`config.mk`:
```
export PLATFORM = sky130hd
export DESIGN_NAME = uart_rx
export DESIGN_NICKNAME = d
export VERILOG_FILES = /design/src/rtl/uart_rx.sv
export SDC_FILE = /design/constraint.sdc
export NUM_CORES = 1
export LEC_CHECK = 0
export CORE_UTILIZATION = 56
export DETAILED_ROUTE_END_ITERATION = 6
export PLACE_DENSITY_LB_ADDON = 0.05
export SLEW_MARGIN = 20
export SYNTH_ARGS = -nofsm -noshare
export SYNTH_HDL_FRONTEND = slang
export SYNTH_SLANG_ARGS = --single-unit
```
`constraint.sdc`:
```
create_clock -name clock -period 2.1 [get_ports clock]
set_input_delay 0.315 -clock clock [delete_from_list [all_inputs] [get_ports clock]]
set_output_delay 0.315 -clock clock [all_outputs]
set_load 0.03 [all_outputs]
```
`src/rtl/uart_rx.sv`:
```
// Oversampling UART receiver: 8 data bits LSB first, even parity, one stop bit.
// Samples the synchronized line near each bit centre using the rx_baud_os tick.
module uart_rx #(
    parameter int OVS = 16
) (
    input  logic       clock,
    input  logic       reset,
    input  logic       rx,
    input  logic       rx_baud_os,
    output logic [7:0] data_out,
    output logic       rx_valid,
    output logic       parity_err,
    output logic       frame_err,
    output logic       rx_busy
);

    localparam int CW = $clog2(OVS);
    // The entry tick already counts as tick 0, so the mid-start sample lands
    // OVS/2-1 ticks after entry; every later sample is a full OVS apart.
    localparam logic [CW-1:0] START_LAST = CW'(OVS / 2 - 2);
    localparam logic [CW-1:0] BIT_LAST   = CW'(OVS - 1);

    typedef enum logic [2:0] {
        IDLE      = 3'd0,
        START     = 3'd1,
        DATA      = 3'd2,
        PARITY    = 3'd3,
        STOP      = 3'd4,
        WAIT_HIGH = 3'd5
    } state_t;

    function automatic logic even_parity(input logic [7:0] d);
        return ^d;
    endfunction

    logic          rx_meta_r;
    logic          rx_sync_r;
    logic          rx_s;
    state_t        state_r;
    logic [CW-1:0] cnt_r;
    logic [2:0]    bit_idx_r;
    logic [7:0]    shift_r;
    logic          par_bit_r;
    logic [7:0]    data_out_r;
    logic          rx_valid_r;
    logic          parity_err_r;
    logic          frame_err_r;

    assign rx_s       = rx_sync_r;
    assign data_out   = data_out_r;
    assign rx_valid   = rx_valid_r;
    assign parity_err = parity_err_r;
    assign frame_err  = frame_err_r;
    assign rx_busy    = (state_r != IDLE);

    // Two-flop synchronizer for the asynchronous serial line (idles high).
    always_ff @(posedge clock or posedge reset) begin
        if (reset) begin
            rx_meta_r <= 1'b1;
            rx_sync_r <= 1'b1;
        end else begin
            rx_meta_r <= rx;
            rx_sync_r <= rx_meta_r;
        end
    end

    // Frame FSM with tick counter, shift register and registered status outputs.
    always_ff @(posedge clock or posedge reset) begin
        if (reset) begin
            state_r      <= IDLE;
            cnt_r        <= {CW{1'b0}};
            bit_idx_r    <= 3'd0;
            shift_r      <= 8'h00;
            par_bit_r    <= 1'b0;
            data_out_r   <= 8'h00;
            rx_valid_r   <= 1'b0;
            parity_err_r <= 1'b0;
            frame_err_r  <= 1'b0;
        end else begin
            rx_valid_r <= 1'b0;
            if (rx_baud_os) begin
                case (state_r)
                    IDLE: begin
                        if (!rx_s) begin
                            state_r <= START;
                            cnt_r   <= {CW{1'b0}};
                        end
                    end
                    START: begin
                        if (cnt_r == START_LAST) begin
                            if (rx_s) begin
                                state_r <= IDLE;
                            end else begin
                                cnt_r     <= {CW{1'b0}};
                                bit_idx_r <= 3'd0;
                                state_r   <= DATA;
                            end
                        end else begin
                            cnt_r <= cnt_r + CW'(1);
                        end
                    end
                    DATA: begin
                        if (cnt_r == BIT_LAST) begin
                            shift_r[bit_idx_r] <= rx_s;
                            cnt_r              <= {CW{1'b0}};
                            if (bit_idx_r == 3'd7) begin
                                state_r <= PARITY;
                            end else begin
                                bit_idx_r <= bit_idx_r + 3'd1;
                            end
                        end else begin
                            cnt_r <= cnt_r + CW'(1);
                        end
                    end
                    PARITY: begin
                        if (cnt_r == BIT_LAST) begin
                            par_bit_r <= rx_s;
                            cnt_r     <= {CW{1'b0}};
                            state_r   <= STOP;
                        end else begin
                            cnt_r <= cnt_r + CW'(1);
                        end
                    end
                    STOP: begin
                        if (cnt_r == BIT_LAST) begin
                            data_out_r   <= shift_r;
                            parity_err_r <= par_bit_r ^ even_parity(shift_r);
                            frame_err_r  <= ~rx_s;
                            rx_valid_r   <= 1'b1;
                            cnt_r        <= {CW{1'b0}};
                            // A low stop bit may be a break; wait for the line to recover.
                            state_r      <= rx_s ? IDLE : WAIT_HIGH;
                        end else begin
                            cnt_r <= cnt_r + CW'(1);
                        end
                    end
                    WAIT_HIGH: begin
                        if (rx_s) begin
                            state_r <= IDLE;
                        end
                    end
                    default: begin
                        state_r <= IDLE;
                        cnt_r   <= {CW{1'b0}};
                    end
                endcase
            end
        end
    end

endmodule

```
==> out/results.ini, run 1 <==
[grt]
grt_max_degree = 33
grt_pass1_wl_um = 5730
globalRouteTotalUtil = 0.237
grt_antenna_before_repair = 0
overflow = 0
grt_pass1_vias = 1304

[synthesis]
syn_area_um2 = 1660
synth_area_leaders = dfrtp_1 (45%), mux2_2 (12%), dfstp_2 (3.2%)
synth_edf_count = 0
async_flop_share = 1.00
ys_seq_elements = 32
syn_avg_cell_area_um2 = 10.7
netlist.area_leader.share = 0.454
synth_largest_area_cell = dfrtp_1
yosysWarnings = 0
synth_cells = 155
synth_cell_types = 40
syn_nets = 163
synth_most_common_cell = dfrtp_1
synthFlopType = dfrtp_1
yosys-top-cells-count = dfrtp_1 (30), mux2_2 (18), nand2_1 (11)
yosysSeqAreaShare = 0.485

[die]
die_h_um = 56.4
core_area_um2 = 2780
fp-row-count = 19
io_pins = 16
initial_core_util = 0.595
die_x_um = 56.4
die-area_um2 = 3180

[sta]
fin_crit_ns = 2.00
layout_setup_ws_ns = 0.0989
hold_viol = 0
max_freq_mhz = 500
max_slew_margin = 0.579
setup_viol = 0
post-route-period-util = 0.953
fin_skew_ns = 0.0142
hold_ws_ns = 0.369
tns_ns = 0
rsz0062_at_grt = no
worst_pin_slew_ns = 0.626
drv_slew = 0

[hold_path]
hold_path.class = primary input to asynchronous set/reset pin

[critical_path]
required_ns = 2.32
critPathCaptureType = flip-flop
r2r_setup_slack_ns = 0.1
path_cells = ha_1, and3_1, nand2_1, or3_4, nor3_1, mux2_2
critPathKind = flip-flop to flip-flop
crit_arrival_ns = 2.22
start_kind = flip-flop
crit_path_top_delay_cell = dfrtp_1
worst-path-max-fanout = 5
critical_path.max_stage_delay_ns = 0.42

[place]
dp.cells = 202
place_hpwl_um = 2340
portBuffers = 15
place_area_um2 = 1880
place_congestion = 0.828
pre_cts_ws_ns = 0.0256

[clocking]
cts_tree = done
postCtsSetupRepairBufs = 0
ctsResizeCount = 0
clock_tree.buffer_depth = 2
clock_sinks = 32
cts_buffers = 5
cts-root-buf = clkbuf_4
clk_pin_slew_ns = 0.11
ctsHoldBuffers = 0
cts_max_level = 2
insertion_delay_ns = 0.33

[final_layout]
layout.nets = 186
syn_to_final_growth_pct = 18.1
n_fill_cell = 210
design_area_um2 = 1960
diodes = 0
stdcell_count = 210
layout-drive-gt1-share = 0.229

[route]
vias_per_cell = 5.97
ant_nets = 0
wl_per_cell_um = 15.8
route.vias.total = 1254
wirelength_um = 3310
first_iter_violations = 40
route.detailed.drc = 0
first_pass_iters = 4

[power]
p_leak_uw = 0.000893
vdd_drop_max_mv = 0.899
power_density_nw_per_um2 = 1010

[run]
maxCapViolCount = 0

[status]
outcome = complete, no violations

==> power by group <==
part | internal (µW) | total [µW] | switching [µW]
sequential | 704 | 817 | 112
combinational | 310 | 705 | 395
clock | 250 | 456 | 206
total | 1260 | 1980 | 714
==> registers in the layout, indices dropped and copies added (netlist names) <==
register    count
frame_err       1
parity_err      1
state_r         3
rx_s            1
par_bit_r       1
shift_r         8
rx_valid        1
data_out        8
bit_idx_r       3
cnt_r           4
rx_meta_r       1
==> per-stage QoR <==
step                total power, µW   util
global placement               1490  0.675
detailed placement             1520  0.675
finish                         1980  0.703
floorplan                      1310      -
CTS                            1980  0.702
global route                   2120  0.703
==> routing by layer <==
metal	track usage	wire length, µm
met4	0.105	58
met1	0.299	1540
met3	0.0507	117
met5	0	0
met2	0.393	1600
==> path summary, 6_finish.rpt <==
path,from,endpoint,cells after the start
min in group clock,rx_meta_r$_DFF_PP1_,rx_s$_DFF_PP1_,0
min,reset,shift_r[6]$_DFFE_PP0P_,3
min reg2reg,rx_meta_r$_DFF_PP1_,rx_s$_DFF_PP1_,0
max in group asynchronous,reset,rx_s$_DFF_PP1_,3
max,cnt_r[1]$_DFFE_PP0P_,shift_r[2]$_DFFE_PP0P_,6
max reg2reg,cnt_r[1]$_DFFE_PP0P_,shift_r[2]$_DFFE_PP0P_,6
==> kinds of logic after synthesis <==
family | Yosys count | synth area share
AND/OR/NAND/NOR | 45 | 0.151
AO/OA/AOI/OAI | 32 | 0.129
flip-flops | 32 | 0.485
multiplexers | 18 | 0.122
buffers and inverters | 16 | 0.0393
XOR/XNOR | 8 | 0.0423
adder cells (fa/ha/maj) | 4 | 0.0302
==> worst max-delay path, delay by kind of cell, from the launching register on <==
kind | cells | cell delay, ns
muxes | 1 | 0.37
and+or+nand+nor | 4 | 0.89
adders and majority gates | 1 | 0.21
DFF | 1 | 0.42
==> cell type report <==
type	instances	area, µm²	area share
Inverter	8	30.0	0.0154
Clock buffer	6	41.3	0.0211
Multi-Input combinational cell	107	787	0.402
Timing Repair Buffer	24	220	0.113
Sequential cell	32	803	0.411
Clock inverter	2	35.0	0.0179
Tap cell	31	38.8	0.0198
==> cells in the final DEF (no fill, tap or decap), types with 2 or more instances in the layout <==
cell / n
nand3_1: 4
nand2_1: 11
xor2_1: 2
inv_1: 8
and3b_1: 2
buf_4: 9
a211oi_1: 2
clkbuf_4: 5
nor3_1: 4
a21oi_1: 7
mux2_2: 18
ha_1: 4
nand3b_1: 2
xnor2_1: 6
o21ai_0: 9
nand4_1: 3
nand2b_1: 4
dfstp_2: 2
clkdlybuf4s50_1: 14
dfrtp_1: 30
nor2_1: 7
o221a_2: 2
o31a_1: 2
Note: power is estimated with default switching activity, not from simulation.
==> run 2: changes to the inputs <==
ABC_AREA = 1   (was default)
==> out/results.ini, run 2 <==
[route]
vias_per_cell = 5.22  ; was 5.97
route.vias.total = 1420  ; was 1254
ant_nets = 0  ; unchanged
first_iter_violations = 102  ; was 40
route.detailed.drc = 7  ; was 0
wl_per_cell_um = 12.0  ; was 15.8 µm
wirelength_um = 3260  ; was 3310 µm
first_pass_iters = 6  ; was 4

[place]
pre_cts_ws_ns = 0.352  ; was 0.0256 ns
place_congestion = 0.782  ; was 0.828
place_area_um2 = 1860  ; was 1880 µm²
place_hpwl_um = 2420  ; was 2340 µm
portBuffers = 15  ; unchanged

[clocking]
insertion_delay_ns = 0.34  ; was 0.33 ns
clock_tree.buffer_depth = 2  ; unchanged
cts_max_level = 2  ; unchanged
cts_tree = done  ; unchanged
cts_buffers = 5  ; unchanged
ctsHoldBuffers = 0  ; unchanged
clk_pin_slew_ns = 0.11  ; about the same
cts-root-buf = clkbuf_4  ; unchanged
postCtsSetupRepairBufs = 0  ; unchanged
clock_sinks = 32  ; unchanged

[die]
die_h_um = 56.9  ; was 56.4 µm
die_x_um = 56.9  ; was 56.4 µm
core_area_um2 = 2810  ; was 2780 µm²
initial_core_util = 0.602  ; was 0.595
fp-row-count = 19  ; unchanged
io_pins = 16  ; unchanged
die-area_um2 = 3240  ; was 3180 µm²

[grt]
grt_antenna_before_repair = 0  ; unchanged
grt_max_degree = 33  ; unchanged
grt_pass1_wl_um = 5940  ; was 5730 µm
globalRouteTotalUtil = 0.241  ; was 0.237
overflow = 0  ; unchanged
grt_pass1_vias = 1409  ; was 1304

[synthesis]
syn_avg_cell_area_um2 = 7.68  ; was 10.7 µm²
ys_seq_elements = 32  ; unchanged
yosysWarnings = 0  ; unchanged
synth_cell_types = 23  ; was 40
synthFlopType = dfrtp_1  ; unchanged
synth_cells = 220  ; was 155
syn_area_um2 = 1690  ; was 1660 µm²
yosys-top-cells-count = nand2_1 (76), dfrtp_1 (30), inv_1 (27)  ; was dfrtp_1 (30), mux2_2 (18), nand2_1 (11)
netlist.area_leader.share = 0.444  ; was 0.454
synth_most_common_cell = nand2_1  ; was dfrtp_1
syn_nets = 228  ; was 163
synth_edf_count = 0  ; unchanged
yosysSeqAreaShare = 0.476  ; was 0.485
synth_area_leaders = dfrtp_1 (44%), nand2_1 (17%), nand3_1 (7.1%)  ; was dfrtp_1 (45%), mux2_2 (12%), dfstp_2 (3.2%)
synth_largest_area_cell = dfrtp_1  ; unchanged
async_flop_share = 1.00  ; unchanged

[final_layout]
n_fill_cell = 235  ; was 210
syn_to_final_growth_pct = 15.2  ; was 18.1%
final_cell_mix = nand2_1 (76), dfrtp_1 (28), inv_1 (27), nand3_1 (24)  ; was dfrtp_1 (30), mux2_2 (18), clkdlybuf4s50_1 (14), nand2_1 (11)
multi_input_area_um2 = 754  ; was 787 µm²
diodes = 0  ; unchanged
layout_commonest_cell = nand2_1  ; was dfrtp_1
ff_latch_area_um2 = 806  ; was 803 µm²
layout-drive-gt1-share = 0.0913  ; was 0.229
layout.nets = 248  ; was 186
design_area_um2 = 1950  ; was 1960 µm²

[sta]
drv_slew = 0  ; unchanged
fin_skew_ns = 0.0135  ; was 0.0142 ns
tns_ns = 0  ; unchanged
worst_pin_slew_ns = 0.454  ; was 0.626 ns
setup_viol = 0  ; unchanged
fin_crit_ns = 1.98  ; was 2.00 ns
rsz0062_at_grt = no  ; unchanged
hold_ws_ns = 0.353  ; was 0.369 ns
layout_setup_ws_ns = 0.118  ; was 0.0989 ns
hold_viol = 0  ; unchanged
max_slew_margin = 0.694  ; was 0.579
post-route-period-util = 0.944  ; was 0.953
max_freq_mhz = 505  ; was 500 MHz

[status]
outcome = finished with violations  ; was complete, no violations
violations = DRC

[power]
vdd_drop_max_mv = 0.858  ; was 0.899 mV
power.internal_uw = 1150  ; was 1260 µW
pwr-share-clk = 0.244  ; was 0.230
p_sw_uw = 743  ; was 714 µW
combPwrFrac = 0.318  ; was 0.357
p_total_uw = 1890  ; was 1980 µW
swShare = 0.393  ; was 0.361
p_leak_uw = 0.000975  ; was 0.000893 µW
power_density_nw_per_um2 = 971  ; was 1010 nW/µm²
sequentialPowerShare = 0.438  ; was 0.413

[run]
maxCapViolCount = 0  ; unchanged

[critical_path]
critPathKind = flip-flop to output port  ; was flip-flop to flip-flop
crit_arrival_ns = 1.67  ; was 2.22 ns
r2r_setup_slack_ns = 0.46  ; was 0.1 ns
worst-path-max-fanout = 12  ; was 5
critPathCaptureType = output port  ; was flip-flop
required_ns = 1.78  ; was 2.32 ns
start_kind = flip-flop  ; unchanged

[hold_path]
hold_path.class = primary input to asynchronous set/reset pin  ; unchanged

-- run 2: changes by cell type in the layout (fill, tap and decap cells not counted), moves of 6 or more --
| cell | change |
|---|---|
| o21ai_1 | +10 |
| mux2_2 | -18 |
| buf_4 | -8 |
| nand2_1 | +65 |
| nand3_1 | +20 |
| o21ai_0 | +6 |
| inv_1 | +19 |
-- run 2: path summary, 6_finish.rpt --
path	startpoint	end	cells past startpoint
max in group asynchronous	reset	rx_s$_DFF_PP1_	3
max	state_r[0]$_DFFE_PP0P_	rx_busy	3
max reg2reg	state_r[0]$_DFFE_PP0P_	state_r[1]$_DFFE_PP0P_	7
min	reset	shift_r[6]$_DFFE_PP0P_	3
min reg2reg	rx_meta_r$_DFF_PP1_	rx_s$_DFF_PP1_	0
min in group clock	rx_meta_r$_DFF_PP1_	rx_s$_DFF_PP1_	0
-- run 2: through the flow --
stage	util	instances
3_3_place_gp	0.664	264
4_1_cts	0.693	272
6_report	0.694	272
5_1_grt	0.694	272
3_5_place_dp	0.664	264
2_1_floorplan	-	220
-- run 2: what timing repair did --
item                                    in CTS  in global routing
gates resized for setup                      1                  1
endpoints found under the hold margin        0                  0
endpoints found under the setup margin       1                  1
-- run 2: power by group through the flow --
stage	Sequential [µW]	Clock (µW)	Combinational, µW
6_report	827	462	600
5_1_grt	840	501	695
4_1_cts	822	478	602
3_5_place_dp	830	0	590
3_3_place_gp	824	0	572
2_1_floorplan	783	0	499
-- run 2: cells by family (layout without fill, tap and decap cells) --
kind of cell	after synthesis	count (layout)	share of synthesized area
flops	32	32	0.476
compound gates	30	30	0.0904
fa+ha+maj	4	4	0.0296
buf+inv	32	53	0.0778
xor+xnor	3	3	0.0156
simple gates	119	119	0.311
-- run 2: area by class of cell --
| type | instances | share of cell area |
|---|---|---|
| clock buffers | 5 | 0.0193 |
| clock inverters | 3 | 0.0219 |
| inverters | 29 | 0.0559 |
| multi-input cells | 156 | 0.388 |
| flip-flops and latches | 32 | 0.414 |
| well taps | 31 | 0.0199 |
| repair buffers | 16 | 0.0810 |
-- run 2: per-layer routing --
layer | up-vias | track usage | wire length, µm
met5 | - | 0 | 0
met4 | 0 | 0.115 | 49
met3 | 6 | 0.0530 | 116
met2 | 27 | 0.395 | 1580
met1 | 648 | 0.303 | 1510
li1 | 739 | - | -
-- run 2: worst max-delay path, stage by stage, from the launching register on --
cell and delay (ns):
dfrtp_2 0.52, nor2_1 0.10, nand2_1 0.06, clkdlybuf4s50_1 0.66
